**src/rtl/pg_serial_adder_seq.sv**
```systemverilog
// Serial adder: walks one 4-bit PG lookahead slice across a WIDTH-bit operand
// pair, one nibble per cycle LSB-first, with valid/ready on both sides.

module add_pg_4 (
  input  logic [3:0] a,
  input  logic [3:0] b,
  input  logic       cin,
  output logic [3:0] sum,
  output logic       cout,
  output logic       prop_out,
  output logic       gen_out
);

  logic [3:0] p;
  logic [3:0] g;
  logic [4:0] c;

  always_comb begin
    p    = a ^ b;
    g    = a & b;
    c[0] = cin;
    c[1] = g[0] | (p[0] & cin);
    c[2] = g[1] | (p[1] & g[0]) | (p[1] & p[0] & cin);
    c[3] = g[2] | (p[2] & g[1]) | (p[2] & p[1] & g[0]) | (p[2] & p[1] & p[0] & cin);
    c[4] = g[3] | (p[3] & g[2]) | (p[3] & p[2] & g[1]) | (p[3] & p[2] & p[1] & g[0])
         | (p[3] & p[2] & p[1] & p[0] & cin);
    sum      = p ^ c[3:0];
    cout     = c[4];
    prop_out = &p;
    gen_out  = g[3] | (p[3] & g[2]) | (p[3] & p[2] & g[1]) | (p[3] & p[2] & p[1] & g[0]);
  end

endmodule

// state  | meaning
// S_IDLE | waiting for a request, in_ready high
// S_RUN  | one nibble per cycle through the slice, idx 0..NIB-1
// S_DONE | result presented, waiting for out_ready
module pg_serial_adder_seq #(
  parameter int WIDTH = 16
) (
  input  logic             clk,
  input  logic             rst,
  input  logic             in_valid,
  output logic             in_ready,
  input  logic [WIDTH-1:0] in_a,
  input  logic [WIDTH-1:0] in_b,
  input  logic             in_sub,
  input  logic             in_cin,
  output logic             out_valid,
  input  logic             out_ready,
  output logic [WIDTH-1:0] out_sum,
  output logic             out_cout,
  output logic             out_ovf,
  output logic             out_prop,
  output logic             out_gen
);

  localparam int NIB = WIDTH / 4;
  localparam int IW  = (NIB > 1) ? $clog2(NIB) : 1;

  typedef enum logic [1:0] {
    S_IDLE = 2'd0,
    S_RUN  = 2'd1,
    S_DONE = 2'd2
  } state_t;

  state_t state_q, state_d;

  logic [WIDTH-1:0] a_q;
  logic [WIDTH-1:0] b_q;
  logic             carry_q;
  logic             p_acc;
  logic             g_acc;
  logic [IW-1:0]    idx;
  logic [IW+1:0]    nib_base;
  logic             last_nib;

  logic [3:0] slice_sum;
  logic       slice_cout;
  logic       slice_prop;
  logic       slice_gen;

  assign nib_base = {idx, 2'b00};
  assign last_nib = (idx == IW'(NIB - 1));

  add_pg_4 u_slice (
    .a        (a_q[nib_base +: 4]),
    .b        (b_q[nib_base +: 4]),
    .cin      (carry_q),
    .sum      (slice_sum),
    .cout     (slice_cout),
    .prop_out (slice_prop),
    .gen_out  (slice_gen)
  );

  always_comb begin
    state_d   = state_q;
    in_ready  = 1'b0;
    out_valid = 1'b0;
    case (state_q)
      S_IDLE: begin
        in_ready = 1'b1;
        if (in_valid) state_d = S_RUN;
      end
      S_RUN: begin
        if (last_nib) state_d = S_DONE;
      end
      S_DONE: begin
        out_valid = 1'b1;
        if (out_ready) state_d = S_IDLE;
      end
      default: state_d = S_IDLE;
    endcase
  end

  always_ff @(posedge clk) begin
    if (rst) begin
      state_q <= S_IDLE;
    end else begin
      state_q <= state_d;
    end
  end

  // Datapath; the result flags only load on the final nibble so they keep
  // showing the previous op while the next one is in flight.
  always_ff @(posedge clk) begin
    if (rst) begin
      a_q      <= '0;
      b_q      <= '0;
      carry_q  <= 1'b0;
      p_acc    <= 1'b1;
      g_acc    <= 1'b0;
      idx      <= '0;
      out_sum  <= '0;
      out_cout <= 1'b0;
      out_ovf  <= 1'b0;
      out_prop <= 1'b0;
      out_gen  <= 1'b0;
    end else begin
      case (state_q)
        S_IDLE: begin
          if (in_valid) begin
            a_q     <= in_a;
            b_q     <= in_sub ? ~in_b : in_b;
            carry_q <= in_sub ? 1'b1 : in_cin;
            p_acc   <= 1'b1;
            g_acc   <= 1'b0;
            idx     <= '0;
          end
        end
        S_RUN: begin
          out_sum[nib_base +: 4] <= slice_sum;
          carry_q <= slice_cout;
          p_acc   <= p_acc & slice_prop;
          g_acc   <= slice_gen | (slice_prop & g_acc);
          if (last_nib) begin
            idx      <= '0;
            out_cout <= slice_cout;
            out_prop <= p_acc & slice_prop;
            out_gen  <= slice_gen | (slice_prop & g_acc);
            out_ovf  <= (a_q[WIDTH-1] == b_q[WIDTH-1]) && (slice_sum[3] != a_q[WIDTH-1]);
          end else begin
            idx <= idx + IW'(1);
          end
        end
        default: ;
      endcase
    end
  end

endmodule
```
**config.mk**
```make
export PLATFORM = sky130hd
export DESIGN_NAME = pg_serial_adder_seq
export DESIGN_NICKNAME = d
export VERILOG_FILES = /design/src/rtl/pg_serial_adder_seq.sv
export SDC_FILE = /design/constraint.sdc
export NUM_CORES = 1
export LEC_CHECK = 0
export ABC_AREA = 0
export CAP_MARGIN = 20
export CORE_MARGIN = 2
export CORE_UTILIZATION = 40
export DETAILED_ROUTE_END_ITERATION = 10
export GPL_TIMING_DRIVEN = 0
export HOLD_SLACK_MARGIN = 0.1
export PLACE_DENSITY = 0.68
export SKIP_CTS_REPAIR_TIMING = 1
export SLEW_MARGIN = 20
export SYNTH_ARGS = -nofsm -noshare
export SYNTH_HDL_FRONTEND = slang
export SYNTH_SLANG_ARGS = --single-unit
```
**constraint.sdc**
```tcl
create_clock -name clk -period 2.7 [get_ports clk]
set_input_delay 0.81 -clock clk [delete_from_list [all_inputs] [get_ports clk]]
set_output_delay 0.81 -clock clk [all_outputs]
set_load 0.02 [all_outputs]
```
==> qor.json, run 1 <==
{
  "status": "finished, final reports clean",
  "io_buffers": 57,
  "cts.reportedPaths.clkPinSlew_ps": 70,
  "power_density_nw_per_um2": 596,
  "reg2reg_slack_ps": 90,
  "design_power_total_mw": 2.25,
  "postSynth.asyncResetShare": 0,
  "setup_tns_ps": 0,
  "drive_above_1_share": 0.125,
  "worst_clock_skew_ps": 7.39,
  "setup_violations": 0,
  "path_type_of_the_worst_setup_path": "reg -> reg",
  "critical_path_arrival_ps": 2860,
  "final_gp_congestion": 0.853,
  "min_path_type": "reg -> reg",
  "regToRegStartpoint": "idx[0]$_SDFFE_PP0P_",
  "clock_sink_count": 59,
  "grt_use_total": 0.184,
  "synth_cell_types": 43,
  "fp-row-count": 30,
  "worstMarginPinSlew_ps": 665,
  "syn-num-nets": 348,
  "first_global_vias": 2200,
  "filler_cell_count": 623,
  "ctsHtreeMaxLevel": 3,
  "worst_hold_startpoint": "a_q[8]$_SDFFE_PP0P_",
  "drt_iter0_drc": 130,
  "timing.rr.end": "out_ovf$_SDFFE_PP0P_",
  "max_freq_ghz": 0.383,
  "fp.dieArea_um2": 7620,
  "vdd_drop_max_mv": 0.259,
  "tritoncts": "yes",
  "seq_area_frac_synth": 0.426,
  "num_antenna_cells": 0,
  "cellLeakagePower_nw": 1.37,
  "cts.root.buffer_cell": "sky130_fd_sc_hd__clkbuf_8",
  "routed-via-count": 2384,
  "required_ps": 2950,
  "holdPathEnd": "a_q[8]$_SDFFE_PP0P_",
  "detailed_router_iteration_count_before_antenna_repair": 4,
  "synth_warnings": 0,
  "grt_antenna_before_repair": 0,
  "layout_worst_path_cycle_share": 0.968,
  "postPlaceCellArea_um2": 3450,
  "drt_wl_total_um": 6670,
  "synth_enable_flop_cells": 0,
  "maximum_number_of_pins_on_one_net_before_global_route_repair": 12,
  "global_route_wire_length_before_repair_um": 10600,
  "drt-wirelength-per-cell_um": 14.7,
  "routed_via_density": 5.24,
  "final_core_utilization": 0.559,
  "synth-seq-cells": 59,
  "vertical_extent_of_the_die_um": 87.3,
  "drv_cap": 0,
  "timing.max_slew.rel_slack": 0.556,
  "leading_cell_type_in_the_layout_fill_and_taps_excluded": "sky130_fd_sc_hd__dfxtp_1",
  "remaining_drc_errors": 0,
  "core_um2": 6760,
  "crit_path_max_fanout": 9,
  "gr-total-overflow": 0,
  "worstRegToRegCells": 8,
  "worst_setup_path_start_kind": "flop",
  "cts_inserted_buffers": 9,
  "synthToLayoutAreaGrowth_pct": 36.0,
  "fp.dieW_um": 87.3,
  "worst_setup_path_end_kind": "flop",
  "final_antenna_net_count": 0,
  "synth-main-ff-cell": "sky130_fd_sc_hd__dfxtp_1",
  "fin_nets": 420,
  "min_period_ps": 2610,
  "worst_skew_pair.late_latency_ps": 340,
  "timing_max_transition_violations_final": 0,
  "place_hpwl_um": 4840,
  "boundaryPins": 60,
  "initial_core_utilization": 0.411,
  "cts.path.max_buffers": 2,
  "layout.cells.most_common_list": "58 x sky130_fd_sc_hd__dfxtp_1, 57 x sky130_fd_sc_hd__clkdlybuf4s50_1, 44 x sky130_fd_sc_hd__nand2_1",
  "whs_path_depth": 2,
  "fin_area_um2": 3770,
  "syn_area_um2": 2770,
  "final_hold_viol_count": 0,
  "gate_count_of_the_mapped_netlist": 298,
  "syn-mean-instance-area_um2": 9.31
}
worst max-delay path by stage:
stage                                      end  depth (start not counted)  slack (ps)           startpoint
after detailed placement  out_ovf$_SDFFE_PP0P_                          8        -220  idx[1]$_SDFFE_PP0P_
final                     out_ovf$_SDFFE_PP0P_                          8          90  idx[0]$_SDFFE_PP0P_
after floorplan           out_ovf$_SDFFE_PP0P_                          8          90  idx[0]$_SDFFE_PP0P_
after CTS                 out_ovf$_SDFFE_PP0P_                          8        -210  idx[1]$_SDFFE_PP0P_
after global placement    out_ovf$_SDFFE_PP0P_                          8        -210  idx[1]$_SDFFE_PP0P_
after global routing      out_ovf$_SDFFE_PP0P_                          8         -10  idx[0]$_SDFFE_PP0P_
worst max-delay path: stages, from the launching register on:
cell                       delay [ps]
sky130_fd_sc_hd__dfxtp_4          410
sky130_fd_sc_hd__buf_12           140
sky130_fd_sc_hd__mux4_2           540
sky130_fd_sc_hd__ha_4             290
sky130_fd_sc_hd__buf_6            130
sky130_fd_sc_hd__nand3_1          140
sky130_fd_sc_hd__and4_4           210
sky130_fd_sc_hd__or4_1            400
sky130_fd_sc_hd__a311oi_1         260
power by group:
| part | internal (mW) | switching [mW] | leakage (nW) | total [mW] |
|---|---|---|---|---|
| registers | 0.918 | 0.0322 | 0.484 | 0.950 |
| logic | 0.196 | 0.200 | 0.779 | 0.396 |
| clock network | 0.544 | 0.358 | 0.108 | 0.902 |
logic make-up (layout without fill, tap and decap cells):
kind of cell,after synthesis,in the layout,synth area share
flip-flops,59,59,0.426
XOR/XNOR,18,18,0.0568
multiplexers,9,9,0.0690
adder cells (fa/ha/maj),12,12,0.0568
AO/OA/AOI/OAI,67,67,0.162
buffers and inverters,25,102,0.0383
AND/OR/NAND/NOR,108,108,0.191
final cells by class:
class	count	area (um^2)	share of cell area
Buffer	21	114	0.0302
Tap cell	80	100	0.0265
Multi-Input combinational cell	214	1520	0.402
Clock buffer	10	138	0.0365
Timing Repair Buffer	61	618	0.164
Sequential cell	59	1180	0.314
Inverter	4	15.0	0.00398
Clock inverter	6	88.8	0.0235
cell usage after synthesis (all sizes together) (4+ instances only):
master	instances	area share
dfxtp	59	0.43
a32o	4	0.014
nor2	34	0.046
buf	9	0.017
xnor2	16	0.051
ha	11	0.050
a21oi	24	0.045
inv	4	0.0054
a211oi	17	0.046
nand3	7	0.013
mux4	8	0.065
a22oi	8	0.022
clkbuf	12	0.016
and4	4	0.013
nand2	44	0.060
a31oi	4	0.0090
flip-flops by register name, summed over array words and instances (netlist names), 2 cells and up:
name and flops:
state_q 2, idx 2, b_q 16, a_q 16, out_sum 16
metal layers:
metal / wire [um] / track usage / vias up / part of all wire
met5: 0 / 0 / - / 0
met4: 104 / 0.0769 / 0 / 0.016
met3: 248 / 0.0455 / 8 / 0.037
met2: 3180 / 0.302 / 63 / 0.48
met1: 3140 / 0.229 / 1108 / 0.47
li1: - / - / 1205 / -
stage by stage:
stage	hold WS (ps)	cells	setup slack (ps)
global placement	441	435	-207
finish	453	455	86.0
detailed placement	445	435	-216
global route	480	455	-11.9
floorplan	432	298	86.1
CTS	455	451	-206
Power figures use the tool's default switching activity.
==> run 2, diff against run 1 <==
CAP_MARGIN = default   (was 20)
==> results of run 2 <==
No change in the layout: final DEF, timing and power equal those of run 1.
